File: src/rtl/packet_demux_pd_pkg.sv
`default_nettype none
// ============================================================================
// Module      : packet_demux_pd_pkg
// Description : Shared types and constants for the packet_demux_pd egress stage.
// Revision    : 1.0 - initial release
// ============================================================================
package packet_demux_pd_pkg;

  typedef enum logic [1:0] {
    IDLE = 2'd0,
    PKT  = 2'd1,
    DROP = 2'd2
  } state_t;

  localparam int MAX_PORTS        = 16;
  localparam int BEAT_DATA_WIDTH  = 8;
  localparam int BEAT_EMPTY_WIDTH = 1;
  localparam int BEAT_ERROR_WIDTH = 1;
  localparam int BEAT_TS_WIDTH    = 8;

  // Reference beat layout at the default widths; the top re-declares it with its own parameters.
  typedef struct packed {
    logic                        sop;
    logic                        eop;
    logic [BEAT_ERROR_WIDTH-1:0] error;
    logic [BEAT_EMPTY_WIDTH-1:0] empty;
    logic [BEAT_DATA_WIDTH-1:0]  data;
    logic                        ts_valid;
    logic [BEAT_TS_WIDTH-1:0]    ts_data;
  } beat_t;

endpackage
`default_nettype wire

File: src/rtl/avst_reg_slice.sv
`default_nettype none
// ============================================================================
// Module      : avst_reg_slice
// Description : One-deep full-throughput valid/ready register with stable hold.
// Revision    : 1.0 - initial release
// ============================================================================
module avst_reg_slice #(
  parameter int WIDTH = 8
) (
  input  logic             clk,
  input  logic             rst,
  input  logic             i_load,
  input  logic [WIDTH-1:0] i_payload,
  input  logic             i_ready,
  output logic             o_slot_rdy,
  output logic             o_valid,
  output logic [WIDTH-1:0] o_payload
);

  logic             valid_q, valid_d;
  logic [WIDTH-1:0] payload_q, payload_d;

  assign o_slot_rdy = !valid_q || i_ready;
  assign o_valid    = valid_q;
  assign o_payload  = payload_q;

  // Callers only assert i_load when o_slot_rdy is high, so a held beat is never overwritten.
  always_comb begin
    valid_d   = valid_q;
    payload_d = payload_q;
    if (i_load) begin
      valid_d   = 1'b1;
      payload_d = i_payload;
    end else if (i_ready) begin
      valid_d   = 1'b0;
    end
  end

  always_ff @(posedge clk or posedge rst) begin
    if (rst) begin
      valid_q   <= 1'b0;
      payload_q <= '0;
    end else begin
      valid_q   <= valid_d;
      payload_q <= payload_d;
    end
  end

endmodule
`default_nettype wire

File: src/rtl/packet_demux_pd.sv
`default_nettype none
// ============================================================================
// Module      : packet_demux_pd
// Description : Steers whole channel-tagged AVST packets to per-port register
//               slices; drops orphan/out-of-range traffic. Optional statistics
//               counters enabled by PACKET_DEMUX_PD_STATS_EN.
// Revision    : 1.0 - initial release
// ============================================================================
module packet_demux_pd
  import packet_demux_pd_pkg::*;
#(
  parameter int NUM_PORTS     = 8,
  parameter int CHANNEL_WIDTH = 3,
  parameter int DATA_WIDTH    = 8,
  parameter int EMPTY_WIDTH   = 1,
  parameter int ERROR_WIDTH   = 1,
  parameter int TS_DATA_WIDTH = 8,
  parameter int CNT_WIDTH     = 16
) (
  input  logic                     clk,
  input  logic                     rst,
  output logic                     i_avst_ready,
  input  logic                     i_avst_valid,
  input  logic                     i_avst_startofpacket,
  input  logic                     i_avst_endofpacket,
  input  logic [CHANNEL_WIDTH-1:0] i_avst_channel,
  input  logic [ERROR_WIDTH-1:0]   i_avst_error,
  input  logic [EMPTY_WIDTH-1:0]   i_avst_empty,
  input  logic [DATA_WIDTH-1:0]    i_avst_data,
  input  logic                     i_ts_valid,
  input  logic [TS_DATA_WIDTH-1:0] i_ts_data,
  input  logic [NUM_PORTS-1:0]     o_avst_ready,
  output logic [NUM_PORTS-1:0]     o_avst_valid,
  output logic [NUM_PORTS-1:0]     o_avst_startofpacket,
  output logic [NUM_PORTS-1:0]     o_avst_endofpacket,
  output logic [ERROR_WIDTH-1:0]   o_avst_error [NUM_PORTS],
  output logic [EMPTY_WIDTH-1:0]   o_avst_empty [NUM_PORTS],
  output logic [DATA_WIDTH-1:0]    o_avst_data  [NUM_PORTS],
  output logic [NUM_PORTS-1:0]     o_ts_valid,
  output logic [TS_DATA_WIDTH-1:0] o_ts_data    [NUM_PORTS],
  output logic [CNT_WIDTH-1:0]     o_drop_cnt,
  output logic [CNT_WIDTH-1:0]     o_trunc_cnt
);

  typedef struct packed {
    logic                     sop;
    logic                     eop;
    logic [ERROR_WIDTH-1:0]   error;
    logic [EMPTY_WIDTH-1:0]   empty;
    logic [DATA_WIDTH-1:0]    data;
    logic                     ts_valid;
    logic [TS_DATA_WIDTH-1:0] ts_data;
  } pd_beat_t;

  localparam int                     BEAT_W      = $bits(pd_beat_t);
  localparam logic [CHANNEL_WIDTH:0] C_NUM_PORTS = (CHANNEL_WIDTH + 1)'(NUM_PORTS);

  state_t                   state_q, state_d;
  logic [CHANNEL_WIDTH-1:0] route_q, route_d;
  logic [CHANNEL_WIDTH-1:0] tgt;
  logic [NUM_PORTS-1:0]     slot_rdy, load;
  logic                     fwd, tgt_rdy, in_range, accept;
  pd_beat_t                 beat_in;

  assign in_range = {1'b0, i_avst_channel} < C_NUM_PORTS;
  assign beat_in  = {i_avst_startofpacket, i_avst_endofpacket, i_avst_error,
                     i_avst_empty, i_avst_data, i_ts_valid, i_ts_data};

  // An SOP always re-routes, whatever state we are in; mid-packet beats follow the latched route.
  always_comb begin
    fwd = 1'b0;
    tgt = route_q;
    if (i_avst_startofpacket) begin
      fwd = in_range;
      tgt = i_avst_channel;
    end else if (state_q == PKT) begin
      fwd = 1'b1;
    end
  end

  always_comb begin
    tgt_rdy = 1'b0;
    load    = '0;
    for (int n = 0; n < NUM_PORTS; n++) begin
      if (tgt == CHANNEL_WIDTH'(n)) begin
        tgt_rdy = slot_rdy[n];
        load[n] = accept && fwd;
      end
    end
  end

  assign i_avst_ready = !rst && (fwd ? tgt_rdy : 1'b1);
  assign accept       = i_avst_valid && i_avst_ready;

  always_comb begin
    state_d = state_q;
    route_d = route_q;
    if (accept) begin
      if (i_avst_startofpacket) begin
        route_d = i_avst_channel;
        if (i_avst_endofpacket) state_d = IDLE;
        else                    state_d = in_range ? PKT : DROP;
      end else if (i_avst_endofpacket) begin
        state_d = IDLE;
      end
    end
  end

  always_ff @(posedge clk or posedge rst) begin
    if (rst) begin
      state_q <= IDLE;
      route_q <= '0;
    end else begin
      state_q <= state_d;
      route_q <= route_d;
    end
  end

  for (genvar n = 0; n < NUM_PORTS; n++) begin : g_port
    pd_beat_t beat_out;

    avst_reg_slice #(.WIDTH(BEAT_W)) u_slice (
      .clk        (clk),
      .rst        (rst),
      .i_load     (load[n]),
      .i_payload  (beat_in),
      .i_ready    (o_avst_ready[n]),
      .o_slot_rdy (slot_rdy[n]),
      .o_valid    (o_avst_valid[n]),
      .o_payload  (beat_out)
    );

    assign o_avst_startofpacket[n] = beat_out.sop;
    assign o_avst_endofpacket[n]   = beat_out.eop;
    assign o_avst_error[n]         = beat_out.error;
    assign o_avst_empty[n]         = beat_out.empty;
    assign o_avst_data[n]          = beat_out.data;
    assign o_ts_valid[n]           = o_avst_valid[n] && beat_out.ts_valid;
    assign o_ts_data[n]            = beat_out.ts_data;
  end

`ifdef PACKET_DEMUX_PD_STATS_EN
  logic                 drop, trunc;
  logic [CNT_WIDTH-1:0] drop_cnt_q, drop_cnt_d, trunc_cnt_q, trunc_cnt_d;

  assign drop  = accept && !fwd;
  assign trunc = accept && i_avst_startofpacket && (state_q != IDLE);

  // Both counters stick at all-ones rather than wrapping.
  always_comb begin
    drop_cnt_d  = drop_cnt_q;
    trunc_cnt_d = trunc_cnt_q;
    if (drop && (drop_cnt_q != '1))   drop_cnt_d  = drop_cnt_q + 1'b1;
    if (trunc && (trunc_cnt_q != '1)) trunc_cnt_d = trunc_cnt_q + 1'b1;
  end

  always_ff @(posedge clk or posedge rst) begin
    if (rst) begin
      drop_cnt_q  <= '0;
      trunc_cnt_q <= '0;
    end else begin
      drop_cnt_q  <= drop_cnt_d;
      trunc_cnt_q <= trunc_cnt_d;
    end
  end

  assign o_drop_cnt  = drop_cnt_q;
  assign o_trunc_cnt = trunc_cnt_q;
`else
  assign o_drop_cnt  = '0;
  assign o_trunc_cnt = '0;
`endif

endmodule
`default_nettype wire

File: config.mk
export PLATFORM = sky130hd
export DESIGN_NAME = packet_demux_pd
export DESIGN_NICKNAME = d
export VERILOG_FILES = /design/src/rtl/packet_demux_pd_pkg.sv /design/src/rtl/avst_reg_slice.sv /design/src/rtl/packet_demux_pd.sv
export SDC_FILE = /design/constraint.sdc
export NUM_CORES = 1
export LEC_CHECK = 0
export CORE_MARGIN = 2
export CORE_UTILIZATION = 45
export DETAILED_ROUTE_END_ITERATION = 10
export GPL_TIMING_DRIVEN = 0
export PLACE_DENSITY = 0.76
export SYNTH_ARGS = -nofsm -noshare
export SYNTH_HDL_FRONTEND = slang
export SYNTH_SLANG_ARGS = --single-unit
File: constraint.sdc
create_clock -name clk -period 9.2 [get_ports clk]
set_input_delay 2.3 -clock clk [delete_from_list [all_inputs] [get_ports clk]]
set_output_delay 2.3 -clock clk [all_outputs]
set_load 0.02 [all_outputs]
==> results_dict.tcl, run 1 <==
set metrics [dict create \
    status "complete, no violations" \
    antenna_found_initial 0 \
    p_leak_nw 5.57 \
    pwr-share-seq 0.320 \
    r2r_slack_ns 6.36 \
    yosysWarnings 0 \
    ys_types 32 \
    synth_area_per_cell_um2 13.2 \
    wl_per_cell_um 16.6 \
    synth_top_area_share 0.532 \
    cts_buffers 17 \
    cp_common_cell "clkdlybuf4s50_1" \
    io_buffers 211 \
    finalCritPeriodShare 0.803 \
    relSlewSlack 0.565 \
    route.vias.total 5227 \
    grt_pass1_vias 5257 \
    synth_area_leaders "dfrtp_1, buf_4, mux2_2" \
    arrival_ns 5.08 \
    clkTransAtPathRegs_ns 0.06 \
    min_delay_path_depth 1 \
    viasPerCell 4.55 \
    dp.final_hpwl_um 13400 \
    cts_num_sinks 180 \
    hold_buffers 0 \
    timing.fmax_mhz 135 \
    ios 244 \
    die_w_um 141 \
    placed_cell_area_um2 11000 \
    min_to "g_port[1].u_slice.o_payload[5]" \
    reg2reg_depth 8 \
    total_power_mw 4.16 \
    fin_worst_skew_ns 0.0108 \
    cp_top_family "buffers and inverters" \
    drt_iter0_markers 209 \
    grt_usage 0.194 \
    coreArea_um2 18600 \
    fp-row-count 50 \
    crit_path_top_delay_cell "clkdlybuf4s50_1" \
    clockPowerShare 0.171 \
    cts_resized 0 \
    drv_slew 0 \
    cts_buffer_depth 2 \
    drtAntennaViolNets 0 \
    crit_type "input port to primary output" \
    swShare 0.328 \
    synth_area_leader_cell "dfrtp_1" \
    worstMarginPinSlew_ns 0.653 \
    path_buf_inv 3 \
    overflow 0 \
    grt_max_degree 92 \
    path_cells "clkdlybuf4s50_1 -> mux2i_2 -> nand2_1 -> a211o_1 -> o32ai_2 -> buf_4 -> clkdlybuf4s50_1" \
    rsz0062_at_grt "no" \
    fin_nets 938 \
    postCtsSetupBuffers 0 \
    start_kind "input port" \
    hold_violations 0 \
    end_kind "primary output" \
    drc_errors 0 \
    syn_area_um2 8470 \
    setup_slack_ns 1.82 \
    synth-seq-cells 180 \
    r2r_end "g_port[5].u_slice.o_payload[9]" \
    hold_path.class "flip-flop to flip-flop" \
    seq_area_frac_synth 0.532 \
    p_switching_mw 1.37 \
    ir_drop_uv 183 \
    drive_gt1_frac 0.418 \
    r2r-start "route_q[0]" \
    setup_violations 0 \
    cts-root-buf "clkbuf_16" \
    max_cap_viol_count 0 \
    critPathMaxStageDelay_ns 0.62 \
    finalWirelength_um 19000 \
    period_needed_ns 7.38 \
    tns_ns 0 \
    p_per_area_nw_per_um2 359 \
    grt_pass1_wl_um 29500 \
    fill_cells 1483 \
    min-delay-start "g_port[1].u_slice.o_payload[5]" \
    die_area_um2 19900 \
    preCtsSetupSlack_ns 1.86 \
    tritoncts "done" \
    clock_latency_ns 0.42 \
    htree_levels 4 \
    die_y_um 141 \
    internal_power_mw 2.80 \
    cp_max_fo 10 \
    crit_required_ns 6.90 \
    gp_congestion 0.788 \
    n_antenna_cell 0 \
    fin_area_um2 11600 \
    combPwrFrac 0.509 \
    syn-instance-count 641 \
    start_util 0.456 \
    drt-pass1-iter-count 4 \
    areaGrowthSynthToFinish_pct 36.9 \
]
cells by family after synthesis:
family,count (synthesis),synth area share
AO/OA/AOI/OAI,14,0.0136
buffers and inverters,223,0.192
flip-flops,180,0.532
multiplexers,173,0.230
other,1,0.000443
AND/OR/NAND/NOR,50,0.0325
worst max path at each step:
| stage | startpoint | to | depth (start not counted) |
|---|---|---|---|
| after global routing | i_avst_startofpacket | i_avst_ready | 7 |
| after detailed placement | i_avst_startofpacket | i_avst_ready | 7 |
| after CTS | i_avst_startofpacket | i_avst_ready | 7 |
| after global placement | rst | g_port[1].u_slice.o_payload[16] | 2 |
| after floorplan | rst | g_port[0].u_slice.o_payload[0] | 1 |
| final | i_avst_startofpacket | i_avst_ready | 7 |
power by group through the flow:
stage	logic, mW	registers (mW)	clock network (mW)
after floorplan	1.34	1.29	0
after global routing	2.23	1.38	0.764
after CTS	2.14	1.33	0.730
after global placement	2.11	1.33	0
final	2.12	1.33	0.712
after detailed placement	2.13	1.35	0
layout by cell type (no fill, tap or decap), types with 2 or more instances in the layout:
master	n
nor2_1	6
and2_1	8
buf_4	201
mux2_1	43
nand3b_2	2
nand4_1	3
inv_6	3
o2bb2ai_1	2
buf_2	15
mux2_2	128
clkbuf_16	17
clkdlybuf4s50_1	211
buf_6	2
nand2b_1	10
conb_1	32
nand2_1	12
clkinvlp_4	3
dfrtp_1	180
nor2b_1	3
inv_1	3
clkbuf_1	2
a21oi_1	3
nand3b_1	2
clkinv_2	2
nand3_1	3
bufinv_16	2
flip-flops by register name (all words and copies together), names as in the netlist:
name,cells
g_port.u_slice.o_payload,168
state_q,1
g_port.u_slice.o_valid,8
route_q,3
Yosys cell counts, drive strengths merged:
cell and count:
a211o 1, a21bo 1, a21oi 3, a221oi 1, a222oi 1, a31oi 1, a32oi 1, and2 8
buf 218, clkbuf 1, conb 1, dfrtp 180, inv 4, mux2 171, mux2i 2, nand2 12
nand2b 10, nand3 3, nand3b 4, nand4 3, nor2 6, nor2b 3, nor3 1, o21ai 1
o2bb2ai 2, o32ai 2
per-layer routing:
| metal | track usage | vias to the layer above | wire (µm) |
|---|---|---|---|
| met5 | 0 | - | 0 |
| met4 | 0.0705 | 0 | 396 |
| met3 | 0.0374 | 26 | 857 |
| met2 | 0.323 | 141 | 9510 |
| met1 | 0.255 | 2601 | 8230 |
| li1 | - | 2459 | - |
final cells by class:
class / instances / area (µm²) / share of cell area
buffer: 219 / 1610 / 0.139
clock buffer: 19 / 443 / 0.0382
clock inverter: 11 / 128 / 0.0110
inverter: 4 / 22.5 / 0.00194
multi-input combinational: 269 / 2460 / 0.212
sequential: 180 / 4500 / 0.388
tap: 234 / 293 / 0.0252
timing repair buffer: 212 / 2140 / 0.184
stage by stage:
stage | util | std cells | hold slack, ns
global placement | 0.592 | 1117 | 0.470
finish | 0.624 | 1148 | 0.491
CTS | 0.624 | 1148 | 0.496
floorplan | - | 672 | 0.456
global route | 0.624 | 1148 | 0.508
detailed placement | 0.594 | 1118 | 0.482
Note: power is estimated with default switching activity, not from simulation.
==> run 2, diff against run 1 <==
- clock period: 9.2 -> 7.1 ns (I/O delays scaled with it)
==> results of run 2 <==
The final DEF is identical to that of run 1. Status: complete, no violations.
Among the figures that moved: setup slack after placement 1.86 ns -> 0.805 ns; setup slack after layout 1.82 ns -> 0.765 ns; register-to-register setup slack 6.36 ns -> 4.26 ns; total power 4.16 mW -> 5.40 mW; worst IR drop on VDD 183 µV -> 237 µV
==> run 3, diff against run 2 <==
- CORE_UTILIZATION: 45 -> 44
- PLACE_DENSITY: 0.76 -> 0.75
==> results_dict.tcl, run 3 (synthesis gave the netlist of run 1 again) <==
set metrics [dict create \
    io_buffers 211 \
    fin_worst_skew_ns 0.0140 \
    clock_latency_ns 0.43 \
    r2r_end "g_port[5].u_slice.o_payload[6]" \
    coreArea_um2 18800 \
    arrival_ns 4.57 \
    dp.final_hpwl_um 13800 \
    cts_buffer_depth 2 \
    route.vias.total 5216 \
    cp-endpoint "i_avst_ready" \
    layout_commonest_cell "clkdlybuf4s50_1" \
    drive_gt1_frac 0.419 \
    end_kind "primary output" \
    wl_per_cell_um 16.4 \
    total_power_mw 5.42 \
    areaGrowthSynthToFinish_pct 37.5 \
    postCtsSetupBuffers 0 \
    crit_required_ns 5.33 \
    cts_resized 0 \
    hold_path.class "flip-flop to flip-flop" \
    grt_max_degree 123 \
    use_met3 0.0486 \
    start_util 0.450 \
    worstMarginPinSlew_ns 0.670 \
    status "complete, no violations" \
    crit_type "input port to primary output" \
    drt_iter0_markers 213 \
    final_cells 1175 \
    cts_num_sinks 180 \
    drt-pass1-iter-count 4 \
    die_area_um2 20400 \
    gp_congestion 0.774 \
    grtUsageMet1 0.244 \
    p_per_area_nw_per_um2 465 \
    start_kind "input port" \
    busiest_layer "met2" \
    clkTransAtPathRegs_ns 0.06 \
    htree_levels 4 \
    finalWirelength_um 19300 \
    r2r-start "route_q[0]" \
    cp_max_fo 10 \
    crit_path_start "i_avst_startofpacket" \
    antenna_found_initial 0 \
    drc_errors 0 \
    n_antenna_cell 0 \
    fp-row-count 50 \
    r2r_slack_ns 4.23 \
    fill_cells 1520 \
    relSlewSlack 0.553 \
    drtAntennaViolNets 0 \
    grt_pass1_wl_um 29400 \
    grt_pass1_vias 5190 \
    grt_usage 0.194 \
    tritoncts "done" \
    timing.fmax_mhz 158 \
    viasPerCell 4.44 \
    reg2reg_depth 8 \
    ios 244 \
    period_needed_ns 6.35 \
    rsz0062_at_grt "no" \
    hold_violations 0 \
    cts-root-buf "clkbuf_16" \
    fin_util 0.619 \
    dp.cells 1144 \
    hold_buffers 0 \
    die_y_um 143 \
    p_leak_nw 5.59 \
    drv_slew 0 \
    die_w_um 143 \
    cts_buffers 17 \
    max_cap_viol_count 0 \
    largest_reg_flops 168 \
    finalCritPeriodShare 0.894 \
    use_met2 0.320 \
    fin_nets 938 \
    final_cell_mix "clkdlybuf4s50_1, buf_4, dfrtp_1, mux2_2, mux2_1" \
    setup_violations 0 \
    ir_drop_uv 233 \
    overflow 0 \
]
## run 3: per-stage QoR
stage	setup TNS (ns)	hold slack (ns)	setup slack (ns)	area (µm²)
6_report	0	0.491	0.753	11700
5_1_grt	0	0.503	0.571	11700
4_1_cts	0	0.497	0.754	11700
3_5_place_dp	0	0.474	0.766	11100
3_3_place_gp	-392.17	0.475	-2.19	11000
2_1_floorplan	0	0.456	0.438	8590
## run 3: area by class of cell
cell class,instances,area (µm²),share of cell area
multi-input combinational,269,2460,0.211
sequential,180,4500,0.387
timing repair buffer,212,2140,0.184
buffer,219,1610,0.138
tap,260,325,0.0279
clock buffer,21,470,0.0404
inverter,4,22.5,0.00193
clock inverter,10,121,0.0104
## run 3: metal layers
metal	wire [µm]	part of all wire
met3	819	0.042
met2	9650	0.50
met1	8320	0.43
met4	534	0.028
met5	0	0
## run 3: power by group
group / internal, mW / switching [mW]
registers: 1.49 / 0.232
logic: 1.61 / 1.14
clock network: 0.548 / 0.397
total: 3.65 / 1.77
## run 3: worst min-delay path by stage
stage	start	end	cells past startpoint
2_1_floorplan	g_port[1].u_slice.o_payload[8]	g_port[1].u_slice.o_payload[8]	1
3_3_place_gp	g_port[1].u_slice.o_payload[8]	g_port[1].u_slice.o_payload[8]	1
3_5_place_dp	g_port[5].u_slice.o_payload[8]	g_port[5].u_slice.o_payload[8]	1
4_1_cts	g_port[5].u_slice.o_payload[4]	g_port[5].u_slice.o_payload[4]	1
5_1_grt	g_port[5].u_slice.o_payload[3]	g_port[5].u_slice.o_payload[3]	1
6_report	g_port[5].u_slice.o_payload[11]	g_port[5].u_slice.o_payload[11]	1
## run 3: worst max-delay path, stage by stage
cell             delay (ns)
clkdlybuf4s50_1        0.55
mux2i_2                0.56
nand2_1                0.10
a211o_1                0.33
o32ai_2                0.38
buf_4                  0.25
clkdlybuf4s50_1        0.62
